<file path="src/rtl/rca_pkg.sv">
// rtl/rca_pkg.sv - shared helpers for the pipelined ripple-carry adder
package rca_pkg;

    // Bits resolved per pipeline stage.
    function automatic int rca_chunk(input int width, input int stages);
        return (stages < 1) ? 1 : width / stages;
    endfunction

    // Legal configuration: at least one stage and equal, non-empty slices.
    function automatic bit rca_cfg_ok(input int width, input int stages);
        return (stages >= 1) && (width >= stages) && ((width % stages) == 0);
    endfunction

    // Start of stage k's region in the flattened operand-B link. Stage k still
    // needs width - k*chunk bits of B, so the regions shrink by one chunk per stage.
    function automatic int rca_y_off(input int width, input int chunk, input int k);
        return k * width - (chunk * (k * (k - 1))) / 2;
    endfunction

endpackage

</file>
<file path="src/rtl/rca_slice.sv">
// rtl/rca_slice.sv - combinational CHUNK-bit ripple-carry slice
module rca_slice #(
    parameter int CHUNK = 4
) (
    input  logic [CHUNK-1:0] x,
    input  logic [CHUNK-1:0] y,
    input  logic             ci,
    output logic [CHUNK-1:0] sum,
    output logic             co,
    output logic             c_msb_in
);

    // Full-adder chain from LSB to MSB; also expose the carry entering the MSB.
    always_comb begin
        logic carry;
        carry    = ci;
        sum      = '0;
        c_msb_in = ci;
        for (int i = 0; i < CHUNK; i++) begin
            if (i == CHUNK - 1) begin
                c_msb_in = carry;
            end
            sum[i] = x[i] ^ y[i] ^ carry;
            carry  = (x[i] & y[i]) | (carry & (x[i] ^ y[i]));
        end
        co = carry;
    end

endmodule

</file>
<file path="src/rtl/pipelined_rca.sv">
// rtl/pipelined_rca.sv - pipelined ripple-carry add/sub with valid/ready; RCA_OVERFLOW_FLAG_EN adds ovf
module pipelined_rca
    import rca_pkg::*;
#(
    parameter int WIDTH  = 16,
    parameter int STAGES = 4
) (
    input  logic             clk,
    input  logic             rst_n,
    input  logic             in_valid,
    output logic             in_ready,
    input  logic [WIDTH-1:0] a,
    input  logic [WIDTH-1:0] b,
    input  logic             cin,
    input  logic             sub,
    output logic             out_valid,
    input  logic             out_ready,
    output logic [WIDTH-1:0] s,
    output logic             cout
`ifdef RCA_OVERFLOW_FLAG_EN
    ,
    output logic             ovf
`endif
);

    localparam int CHUNK   = rca_chunk(WIDTH, STAGES);
    localparam bit CFG_OK  = rca_cfg_ok(WIDTH, STAGES);
    localparam int YLINK_W = rca_y_off(WIDTH, CHUNK, STAGES);

    if (!CFG_OK) begin : g_bad_cfg
        $fatal(1, "pipelined_rca: WIDTH must be a positive multiple of STAGES");
    end

    logic                       stall;
    logic                       advance;
    // Index k is the input of stage k; index STAGES is the pipeline output.
    logic [STAGES:0][WIDTH-1:0] x_chain;
    logic [STAGES:0]            c_chain;
    logic [STAGES:0]            v_chain;
    // Right-justified B bits still to be added, one shrinking region per stage.
    logic [YLINK_W-1:0]         y_link;

    assign stall     = v_chain[STAGES] & ~out_ready;
    assign advance   = ~stall;
    assign in_ready  = ~stall;

    assign x_chain[0]         = a;
    assign c_chain[0]         = cin ^ sub;
    assign v_chain[0]         = in_valid;
    assign y_link[WIDTH-1:0]  = b ^ {WIDTH{sub}};

    assign out_valid = v_chain[STAGES];
    assign s         = x_chain[STAGES];
    assign cout      = c_chain[STAGES];

    for (genvar k = 0; k < STAGES; k++) begin : g_stage
        localparam int YOFF = rca_y_off(WIDTH, CHUNK, k);
        localparam int YIN  = WIDTH - k * CHUNK;

        logic [CHUNK-1:0] sum_w;
        logic             co_w;
        logic [WIDTH-1:0] x_d;
        logic [WIDTH-1:0] x_q;
        logic             c_d;
        logic             c_q;
        logic             v_d;
        logic             v_q;

`ifdef RCA_OVERFLOW_FLAG_EN
        if (k == STAGES - 1) begin : g_slice_ovf
            logic msb_w;
            logic m_d;
            logic m_q;

            rca_slice #(.CHUNK(CHUNK)) u_slice (
                .x        (x_chain[k][k*CHUNK +: CHUNK]),
                .y        (y_link[YOFF +: CHUNK]),
                .ci       (c_chain[k]),
                .sum      (sum_w),
                .co       (co_w),
                .c_msb_in (msb_w)
            );

            always_comb m_d = msb_w;

            // Carry into the MSB travels with the result so ovf holds with s on stall.
            always_ff @(posedge clk) begin
                if (!rst_n) begin
                    m_q <= 1'b0;
                end else if (advance) begin
                    m_q <= m_d;
                end
            end

            assign ovf = m_q ^ c_q;
        end else begin : g_slice
            logic msb_unused;

            rca_slice #(.CHUNK(CHUNK)) u_slice (
                .x        (x_chain[k][k*CHUNK +: CHUNK]),
                .y        (y_link[YOFF +: CHUNK]),
                .ci       (c_chain[k]),
                .sum      (sum_w),
                .co       (co_w),
                .c_msb_in (msb_unused)
            );
        end
`else
        logic msb_unused;

        rca_slice #(.CHUNK(CHUNK)) u_slice (
            .x        (x_chain[k][k*CHUNK +: CHUNK]),
            .y        (y_link[YOFF +: CHUNK]),
            .ci       (c_chain[k]),
            .sum      (sum_w),
            .co       (co_w),
            .c_msb_in (msb_unused)
        );
`endif

        // Splice this slice's sum into the travelling word; lower sums and upper A bits pass through.
        always_comb begin
            x_d                   = x_chain[k];
            x_d[k*CHUNK +: CHUNK] = sum_w;
            c_d                   = co_w;
            v_d                   = v_chain[k];
        end

        // Stage register: whole pipeline advances together unless the output is stalled.
        always_ff @(posedge clk) begin
            if (!rst_n) begin
                x_q <= '0;
                c_q <= 1'b0;
                v_q <= 1'b0;
            end else if (advance) begin
                x_q <= x_d;
                c_q <= c_d;
                v_q <= v_d;
            end
        end

        assign x_chain[k+1] = x_q;
        assign c_chain[k+1] = c_q;
        assign v_chain[k+1] = v_q;

        if (k < STAGES - 1) begin : g_yreg
            logic [YIN-CHUNK-1:0] y_d;
            logic [YIN-CHUNK-1:0] y_q;

            always_comb y_d = y_link[YOFF+CHUNK +: YIN-CHUNK];

            // Carry forward only the B bits later stages still need.
            always_ff @(posedge clk) begin
                if (!rst_n) begin
                    y_q <= '0;
                end else if (advance) begin
                    y_q <= y_d;
                end
            end

            assign y_link[YOFF+YIN +: YIN-CHUNK] = y_q;
        end
    end

endmodule

</file>
<file path="config.mk">
export PLATFORM = sky130hd
export DESIGN_NAME = pipelined_rca
export DESIGN_NICKNAME = d
export VERILOG_FILES = /design/src/rtl/rca_pkg.sv /design/src/rtl/rca_slice.sv /design/src/rtl/pipelined_rca.sv
export SDC_FILE = /design/constraint.sdc
export NUM_CORES = 1
export LEC_CHECK = 0
export CAP_MARGIN = 15
export CORE_MARGIN = 4
export CORE_UTILIZATION = 45
export CTS_CLUSTER_SIZE = 40
export DETAILED_ROUTE_END_ITERATION = 16
export PLACE_DENSITY_LB_ADDON = 0.25
export REMOVE_ABC_BUFFERS = 1
export SLEW_MARGIN = 30
export SYNTH_ARGS = -nofsm -noshare
export SYNTH_HDL_FRONTEND = slang
export SYNTH_SLANG_ARGS = --single-unit
</file>
<file path="constraint.sdc">
create_clock -name clk -period 3.2 [get_ports clk]
set_input_delay 0.96 -clock clk [delete_from_list [all_inputs] [get_ports clk]]
set_output_delay 0.96 -clock clk [all_outputs]
set_load 0.05 [all_outputs]
</file>
# After elaboration in Yosys (flattened, before gate mapping)
# Index checks and enable logic that the tools add are counted.
[op_classes]
n_bitwise = 85
[ops]
columns = ["cell", "n"]
rows = [
  ["$and A1 B1 Y1", 33],
  ["$xor A1 B1 Y1", 33],
  ["$or A1 B1 Y1", 16],
  ["$xor A16 B16 Y16", 1],
  ["$not A1 Y1", 2],
]
[word_totals]
ff_bits = 96
wordCells = 100

# Depth between registers and ports, before layout
# Gate-level depths: netlist of the first run.
[logic_depth]
word_depth = 10
ltp_mapped = 12
ltp_nobuf = 10

# Modules after synthesis
# Synthesis of the first run repeated with hierarchy kept, for this count alone.
[unflattened]
hier_cells = 469
hier_area_um2 = 4085.2
[modules_own_cells]
columns = ["mod", "instances", "cells_each", "area_each_um2", "seq_area_each_um2"]
rows = [
  ["pipelined_rca", 1, 421, 3644.7, 1921.8],
  ["rca_slice", 4, 12, 110.1, 0.0],
]

# Worst setup path before layout of the first run
# No wires, ideal clock.
[synth_path]
path_type = "input to register"
startpoint = "input sub"
endpoint = "register g_stage[0].x_q[3]"
setup_ps = 116
t_arrival_ps = 2952
required_time_ps = 3084
setup_slack_ps = 132
path_stages = 12
path_buffers = 2
path_cell_list = "buf_4 -> buf_6 -> xnor2_1 -> fa_1 -> inv_1 -> fa_1 -> inv_1 -> fa_1 -> inv_1 -> fa_1 -> nand2_1 -> a21boi_1"
[synth_between]
elab_chain_cells = 9
[synth_lines]
columns = ["item", "line_no", "text"]
rows = [
  ["from (decl)", "pipelined_rca.sv:15", "input logic sub,"],
  ["$xor A16 B16 Y16", "pipelined_rca.sv:50", "assign y_link[WIDTH-1:0] = b ^ {WIDTH{sub}};"],
  ["$xor A1 B1 Y1", "rca_slice.sv:24", "carry = (x[i] & y[i]) | (carry & (x[i] ^ y[i]));"],
  ["$and A1 B1 Y1", "rca_slice.sv:24", ""],
  ["$or A1 B1 Y1", "rca_slice.sv:24", ""],
  ["$and A1 B1 Y1", "rca_slice.sv:24", ""],
  ["$or A1 B1 Y1", "rca_slice.sv:24", ""],
  ["$and A1 B1 Y1", "rca_slice.sv:24", ""],
  ["$or A1 B1 Y1", "rca_slice.sv:24", ""],
  ["$xor A1 B1 Y1 (*)", "rca_slice.sv:23", "sum[i] = x[i] ^ y[i] ^ carry;"],
  ["via g_stage[0].sum_w[3]", "pipelined_rca.sv:60", "logic [CHUNK-1:0] sum_w;"],
  ["to (signal assigned)", "pipelined_rca.sv:132", "x_q <= '0;"],
  ["to (signal assigned)", "pipelined_rca.sv:136", "x_q <= x_d;"],
  ["to (decl)", "pipelined_rca.sv:63", "logic [WIDTH-1:0] x_q;"],
]
# Mark *: on every way through the listed nets, which the timed path passes. The rest lies on a longest branch.
# A chain may end at the register's enable or synchronous reset.

# Worst setup path after layout of the first run
[layout_path]
startpoint = "input b[0]"
endpoint = "register g_stage[0].x_q[3]"
[layout_between]
elab_chain_cells = 9
[layout_lines]
columns = ["item", "line_no", "text"]
rows = [
  ["from (decl)", "pipelined_rca.sv:13", "input logic [WIDTH-1:0] b,"],
  ["$xor A16 B16 Y16 (*)", "pipelined_rca.sv:50", ""],
  ["$xor A1 B1 Y1", "rca_slice.sv:24", ""],
  ["$and A1 B1 Y1", "rca_slice.sv:24", ""],
  ["$or A1 B1 Y1 (*)", "rca_slice.sv:24", ""],
  ["$and A1 B1 Y1 (*)", "rca_slice.sv:24", ""],
  ["$or A1 B1 Y1 (*)", "rca_slice.sv:24", ""],
  ["$and A1 B1 Y1 (*)", "rca_slice.sv:24", ""],
  ["$or A1 B1 Y1 (*)", "rca_slice.sv:24", ""],
  ["$xor A1 B1 Y1 (*)", "rca_slice.sv:23", ""],
  ["via g_stage[0].sum_w[3]", "pipelined_rca.sv:60", ""],
]
# Marked as above.

==> results of run 1 <==
## final cells by class
class / instances / area [um2] / share of cell area
clock buffers: 10 / 138 / 0.0286
clock inverters: 6 / 58.8 / 0.0122
well taps: 108 / 135 / 0.0281
multi-input cells: 297 / 1840 / 0.383
repair buffers: 61 / 618 / 0.128
flip-flops and latches: 96 / 1920 / 0.399
inverters: 27 / 103 / 0.0213
## sequential cells by signal (all words and copies together), names as in the netlist
signal and cells:
cout 1, g_stage.c_q 3, g_stage.x_q 48, s 16
g_stage.g_yreg.y_q 24, g_stage.v_q 3, out_valid 1
## timing repair
| item | 4_1_cts | 5_1_grt |
|---|---|---|
| gates resized for setup | 0 | 1 |
| buffers inserted | 0 | 0 |
| setup endpoints to repair | 0 | 1 |
## worst max-delay path by stage
stage / from / to / slack [ns] / cells past startpoint
4_1_cts: sub / g_stage[0].x_q[3] / 0.04 / 11
3_3_place_gp: sub / g_stage[0].x_q[3] / -0.28 / 11
6_report: b[0] / g_stage[0].x_q[3] / 0.26 / 11
2_1_floorplan: out_ready / in_ready / -0.44 / 2
3_5_place_dp: sub / g_stage[0].x_q[3] / -0.35 / 11
5_1_grt: b[0] / g_stage[0].x_q[3] / 0.17 / 11
## logic make-up after synthesis
| family | Yosys count | synth area share |
|---|---|---|
| DFF | 96 | 0.467 |
| and+or+nand+nor | 156 | 0.145 |
| xor gates and xnor gates | 17 | 0.0361 |
| AOI/OAI and AO/OA | 108 | 0.189 |
| buffers and inverters | 60 | 0.0860 |
| adders and majority gates | 16 | 0.0778 |
## report_power, final
| group | internal (mW) | switching (mW) | total, mW |
|---|---|---|---|
| Sequential | 1.27 | 0.0408 | 1.32 |
| Combinational | 0.150 | 0.149 | 0.299 |
| Clock | 0.378 | 0.403 | 0.782 |
## metrics by stage
| step | instances | total power [mW] | TNS [ns] | setup WS (ns) | cell area [um2] |
|---|---|---|---|---|---|
| after floorplan | 420 | 1.52 | -1.93 | -0.444 | 3870 |
| after global placement | 589 | 1.63 | -0.326 | -0.276 | 4620 |
| after detailed placement | 589 | 1.65 | -0.573 | -0.354 | 4620 |
| after CTS | 605 | 2.43 | 0 | 0.0367 | 4810 |
| after global routing | 605 | 2.51 | 0 | 0.166 | 4820 |
| final | 605 | 2.40 | 0 | 0.262 | 4820 |
## critical path: stages
cell and delay, ns:
sky130_fd_sc_hd__clkdlybuf4s50_1 0.42, sky130_fd_sc_hd__xnor2_1 0.15, sky130_fd_sc_hd__fa_1 0.39, sky130_fd_sc_hd__inv_1 0.08, sky130_fd_sc_hd__fa_1 0.17, sky130_fd_sc_hd__inv_1 0.06
sky130_fd_sc_hd__fa_1 0.36, sky130_fd_sc_hd__inv_1 0.08, sky130_fd_sc_hd__fa_1 0.40, sky130_fd_sc_hd__nand2_1 0.07, sky130_fd_sc_hd__a21boi_1 0.06
## Yosys cell counts
cell | count | area share
sky130_fd_sc_hd__nand2_1 | 155 | 0.14
sky130_fd_sc_hd__dfxtp_1 | 96 | 0.47
sky130_fd_sc_hd__a21boi_1 | 63 | 0.11
sky130_fd_sc_hd__inv_1 | 26 | 0.024
sky130_fd_sc_hd__fa_1 | 16 | 0.078
sky130_fd_sc_hd__xnor2_1 | 15 | 0.032
sky130_fd_sc_hd__buf_6 | 14 | 0.038
sky130_fd_sc_hd__buf_2 | 13 | 0.016
sky130_fd_sc_hd__a21oi_1 | 12 | 0.015
sky130_fd_sc_hd__o211a_1 | 11 | 0.027
sky130_fd_sc_hd__a21boi_0 | 9 | 0.016
sky130_fd_sc_hd__o21ai_1 | 7 | 0.0085
sky130_fd_sc_hd__o21ai_0 | 5 | 0.0061
sky130_fd_sc_hd__clkbuf_1 | 4 | 0.0036
sky130_fd_sc_hd__buf_4 | 2 | 0.0036
sky130_fd_sc_hd__xor2_1 | 2 | 0.0043
sky130_fd_sc_hd__inv_2 | 1 | 0.00091
sky130_fd_sc_hd__nor2b_4 | 1 | 0.0033
sky130_fd_sc_hd__o21a_1 | 1 | 0.0018
## layer usage
metal  vias to the layer above  global-route usage  wire length [um]
met5                         -                   0                 0
met4                         0              0.0712               167
met3                        13              0.0255               203
met2                        33               0.253              3610
met1                      1360               0.157              3320
li1                       1505                   -                 -
==> results.md, run 1 <==
- The internal reg-to-reg setup slack is 1.03 ns.
- The static leakage is 1.97 nW.
- TritonCTS built the clock tree.
- The quantity of I/O buffers inserted on ports is 56.
- The setup violation total in the final timing report is 0.
- The synthesis-to-layout area growth is 17.0%.
- The required time of the worst setup path is 3.46 ns.
- The core region is 8810 um2.
- The tightest hold path in the finished design has a slack of 0.453 ns.
- The average instance in the mapped netlist occupies 9.09 um2.
- CTS placed an instance of sky130_fd_sc_hd__clkbuf_8 at the clock tree root.
- 57 I/O pins were placed.
- Hold repair after CTS inserted 0 buffers.
- No sink is reached through more buffers than the 2 on the longest clock path.
- In this run, synthesis produced a sequential element count of 96.
- The routed wire length is 7310 um.
- The number of global-route vias before repair was 2823.
- The number of filler cells placed in the layout is 816.
- In the final layout, the share of cells above drive strength 1 is 0.0503.
- The detailed router finished its first iteration with 74 violations.
- For this run, the share of the core covered by cells in the final layout is 0.547.
- The die covers 10700 um2.
- The initial core utilization is 0.468.
- Between clock sinks in the finished design, the worst skew comes to 0.0104 ns.
- The nature of the critical path endpoint is a flip-flop.
- The cell area that synthesis handed to floorplanning was 4120 um2.
- The initial antenna violation count was 0.
- The endpoint identified for the worst register-to-register timing path is g_stage[2].x_q[11].
- VDD sags by at most 0.234 mV.
- The critical path start-end classification is input port to flip-flop.
- The total power per unit cell area is 497 nW/um2.
- For this block, the via count after detailed routing is 2911.
- After detailed routing, the number of vias per cell comes to 4.81.
- The maximum operating frequency is 0.340 GHz.
- The count of mapped cells out of synthesis is 453.
- The clock insertion delay at the later pin of the skew report is 0.36 ns.
- In the final design database the tool counted 546 nets.
- STA classifies the critical path startpoint as an input port.
- Clock-pin slew was measured on the worst setup and hold paths at 0.09 ns.
- The number of warning messages in the yosys log is 0.
- In the routed design, unresolved DRC markers number 0.
- For this run, the detailed router's first-pass iteration total came to 5.
- The final critical-path required period is 2.94 ns.
- The antenna cell count is 0.
- The startpoint identified for the worst register-to-register timing path is g_stage[1].x_q[8].
- Entering global routing, the biggest net connects 119 pins.
- The global placer's final weighted congestion is 0.746.
- The horizontal die dimension is 104 um.
- In the layout the commonest cells are 155 x sky130_fd_sc_hd__nand2_1, 96 x sky130_fd_sc_hd__dfxtp_1, 63 x sky130_fd_sc_hd__a21boi_1, 53 x sky130_fd_sc_hd__clkdlybuf4s50_1, 26 x sky130_fd_sc_hd__inv_1.
- In this run the number of H-tree levels came out at 3.
- For the worst setup path, the data arrival time is 3.19 ns.
- The final number of hold-violating endpoints is 0.
- The path class of the tightest hold or removal check is flip-flop to flip-flop.
- The number of pins exceeding their max-slew limit in the final report is 0.
- The floorplan has 34 rows.
- The max-capacitance violation count is 0.
- The path with the worst hold slack has its endpoint at s[5].
- The global-route total usage across every layer is 0.140.
- The detailed placement HPWL is 4570 um.
- The overall overflow remaining after global route is 0.
- In this run the remaining antenna-violating nets after routing total 0.
- Setup repair after global routing left no endpoint under its margin.
- In the final routed layout, each cell accounts on average for 12.1 um.
- Along the worst path, the maximum fanout reaches 1.
- Dividing the final minimum period by the clock period gives 0.918.
- The sequential cell area fraction in the yosys report is 0.467.
- The clock buffer count from CTS is 9.
- The first global-routing pass estimated 12500 um of wire.
- The start point of the worst hold path is s[5].
- For the pin with the worst max-slew slack, the measured transition is 0.745 ns.
- The run finished with clean final reports.
- The vertical die dimension is 104 um.
- Along the worst hold path, the cell count comes to 2.
- In this run, distinct cell masters in the synthesized netlist total 19.
- The most common cell after layout, fill and taps aside is sky130_fd_sc_hd__nand2_1.
- Counting every sink on the clock net gives 96.
- The logic depth of the worst register-to-register path is 9.
- The relative slew slack is 0.503.
No activity file was read; power rests on OpenSTA's default activity.
==> run 2, diff against run 1 <==
Settings changed: CTS_CLUSTER_DIAMETER set to 120, GPL_TIMING_DRIVEN set to 0.
==> results.md, run 2 (same netlist as run 1, synthesis figures left out) <==
- The largest stage delay on the critical path is 0.44 ns (was 0.42 ns).
- The maximum number of pins on one net before global-route repair came to 58 (was 119).
- The maximum ir drop on the vdd rail is 0.193 mV (was 0.234 mV).
- The clock skew is 0.0112 ns (was 0.0104 ns).
- The number of nets in the layout is 556 (was 546).
- The number of filler cells placed in the layout is 811 (was 816).
- The detailed placement HPWL is 4700 um (was 4570 um).
- The number of flip-flops in the largest register is 48 (unchanged).
- The setup violation total in the final timing report is 0 (unchanged).
- The synthesis-to-layout area growth is 22.2% (was 17.0%).
- The routed wire length came to 7890 um (was 7310 um).
- The number of pins exceeding their max-slew limit in the final report came to 0 (unchanged).
- The initial core utilization is 0.468 (unchanged).
- The slew at the pin closest to its max-slew limit came to 0.571 ns (was 0.745 ns).
- The overall overflow remaining after global route is 0 (unchanged).
- The clock slew at the register clock pins of the worst setup and hold paths is 0.08 ns (was 0.09 ns).
- The antenna cell count was 0 (unchanged).
- The number of global-route vias before repair came to 2989 (was 2823).
- The maximum operating frequency is 0.318 GHz (was 0.340 GHz).
- The detailed-route vias per instance is 4.93 (was 4.81).
- The startpoint type of the worst setup path is an input port (unchanged).
- The post-detailed-route wirelength per cell is 12.8 um (was 12.1 um).
- The die footprint is 10700 um2 (unchanged).
- The flip-flop and latch area came to 1920 um2 (unchanged).
- The ratio of cells with drive above 1 in the final layout is 0.0692 (was 0.0503).
- Run status: completed (unchanged).
- The final critical-path required period is 3.15 ns (was 2.94 ns).
- The horizontal die dimension is 104 um (unchanged).
- The max-capacitance violation count is 0 (unchanged).
- The vertical die dimension was 104 um (unchanged).
- The clock insertion delay at the later pin of the skew report is 0.34 ns (was 0.36 ns).
- The number of placement rows is 34 (unchanged).
- The number of routed nets with antenna violations came to 0 (unchanged).
- The core area is 8810 um2 (unchanged).
- The internal power component is 1.73 mW (was 1.80 mW).
- The area of placed instances is 4690 um2 (was 4620 um2).
- The static leakage was 2.07 nW (was 1.97 nW).
- The class of the worst hold path is flip-flop to flip-flop (unchanged).
- The relative slew slack is 0.619 (was 0.503).
- The proportion of power drawn by flip-flops and latches is 0.566 (was 0.549).
- The number of levels the H-tree was split into is 3 (unchanged).
- The critical path start-end classification is input port to output pin (was input port to flip-flop).
- The switching power summed over all nets was 593 uW (about the same).
- The arrival time at the worst endpoint is 2.19 ns (was 3.19 ns).
- The final period utilization is 0.983 (was 0.918).
- The clock buffer count from CTS is 9 (unchanged).
- The root cell of the clock tree is sky130_fd_sc_hd__clkbuf_8 (unchanged).
- The clock tree from TritonCTS is done (unchanged).
- The global-route total usage across every layer is 0.150 (was 0.140).
- The number of buffer and inverter instances along the worst setup path is 5 (was 4).
- The relative contribution of combinational cells to total power is 0.131 (was 0.125).
- Cell-by-cell trace of the critical path: clkdlybuf4s50_1, nor2b_4, clkbuf_16, clkinv_16, buf_16, buf_6 (was clkdlybuf4s50_1, xnor2_1, fa_1, inv_1, fa_1, inv_1, fa_1, inv_1, fa_1, nand2_1, a21boi_1).
- The most common cell after layout, fill and taps aside is sky130_fd_sc_hd__nand2_1 (unchanged).
- The DRC violations left is 0 (unchanged).
- The maximum number of buffers from clock root to sink is 2 (unchanged).
- The final number of hold-violating endpoints is 0 (unchanged).
- The nature of the critical path endpoint was an output pin (was flip-flop).
- The final cell area excluding filler cells was 5030 um2 (was 4820 um2).
- The top-level I/O count was 57 (unchanged).
- The critical-path cell with the highest stage delay is sky130_fd_sc_hd__clkdlybuf4s50_1 (unchanged).
- The via total after detailed routing is 3024 (was 2911).
- The clock sink total is 96 (unchanged).
- The global placer's final weighted congestion came to 0.714 (was 0.746).
- The clock power share is 0.302 (was 0.326).
- The register with the most flip-flops is g_stage.x_q (unchanged).
- The multi-input gate area in the final layout is 1840 um2 (unchanged).
- The initial antenna violation count was 0 (unchanged).
- The number of DRC markers after the initial detailed-route iteration is 88 (was 74).
- The quantity of I/O buffers inserted on ports was 56 (unchanged).
- The required time of the worst setup path came to 2.24 ns (was 3.46 ns).
- The largest fanout on the critical path is 24 (was 1).
- The switching power share of the total is 0.255 (was 0.248).
- Most frequent cells in the layout: 155 x sky130_fd_sc_hd__nand2_1, 96 x sky130_fd_sc_hd__dfxtp_1, 63 x sky130_fd_sc_hd__a21boi_1, 53 x sky130_fd_sc_hd__clkdlybuf4s50_1, 26 x sky130_fd_sc_hd__inv_1 (unchanged).
- The family with the most delay on the worst path is buffers and inverters (was adder cells).
- RSZ-0062 raised after global routing: false (unchanged).
- The sum of negative setup slack is 0 ns (unchanged).
- The first-pass GRT wire length came to 13400 um (was 12500 um).
- The total power per unit cell area came to 461 nW/um2 (was 497 nW/um2).
- The number of detailed-route iterations in the first pass is 4 (was 5).
==> run 2: area by class of cell <==
cell class                      instances  area share
Sequential cell                        96       0.382
Inverter                               27      0.0253
Timing Repair Buffer                   70       0.164
Multi-Input combinational cell        297       0.366
Clock inverter                          5     0.00671
Tap cell                              108      0.0268
Timing Repair inverter                  1     0.00224
Clock buffer                           10      0.0273
==> run 2: routing by layer <==
layer,global-route usage,vias up,part of all wire,wire length (um)
met2,0.270,36,0.50,3960
li1,-,1527,-,-
met4,0.0589,0,0.015,120
met3,0.0267,8,0.029,227
met1,0.176,1453,0.45,3580
met5,0,-,0,0
==> run 2: what timing repair did <==
item                                    4_1_cts  5_1_grt
gates resized for setup                      10        2
buffers inserted                              2        4
endpoints found under the setup margin        1        1
gates cloned                                  3        1
hold buffers                                  0        0
==> run 2: per-stage QoR <==
| step | hold WS, ns | worst slack, ns | total power [mW] | util | instances |
|---|---|---|---|---|---|
| 5_1_grt | 0.472 | 0.00303 | 2.44 | 0.572 | 614 |
| 3_5_place_dp | 0.442 | -0.989 | 1.64 | 0.533 | 589 |
| 4_1_cts | 0.455 | 0.0243 | 2.36 | 0.566 | 609 |
| 6_report | 0.452 | 0.0537 | 2.32 | 0.572 | 614 |
| 2_1_floorplan | 0.431 | -0.444 | 1.52 | - | 420 |
| 3_3_place_gp | 0.436 | -2.79 | 1.63 | 0.518 | 584 |
==> run 2: worst paths after layout <==
path,start,end,slack (ns),depth (start not counted)
max,out_ready,in_ready,0.05,6
min reg2reg,s[10],s[10],0.45,2
max reg2reg,g_stage[1].x_q[8],g_stage[2].x_q[11],1.00,9
min,s[10],s[10],0.45,2
==> run 2: power by group through the flow <==
stage / registers, mW / logic, mW / clock network [mW]
floorplan: 1.37 / 0.150 / 0
global placement: 1.34 / 0.294 / 0
detailed placement: 1.34 / 0.302 / 0
CTS: 1.31 / 0.310 / 0.730
global route: 1.32 / 0.346 / 0.769
finish: 1.31 / 0.305 / 0.702
==> run 2: worst min-delay path, stage by stage (launching register included) <==
cell and delay [ns]:
sky130_fd_sc_hd__dfxtp_1 0.32, sky130_fd_sc_hd__nand2_1 0.05, sky130_fd_sc_hd__a21boi_1 0.05
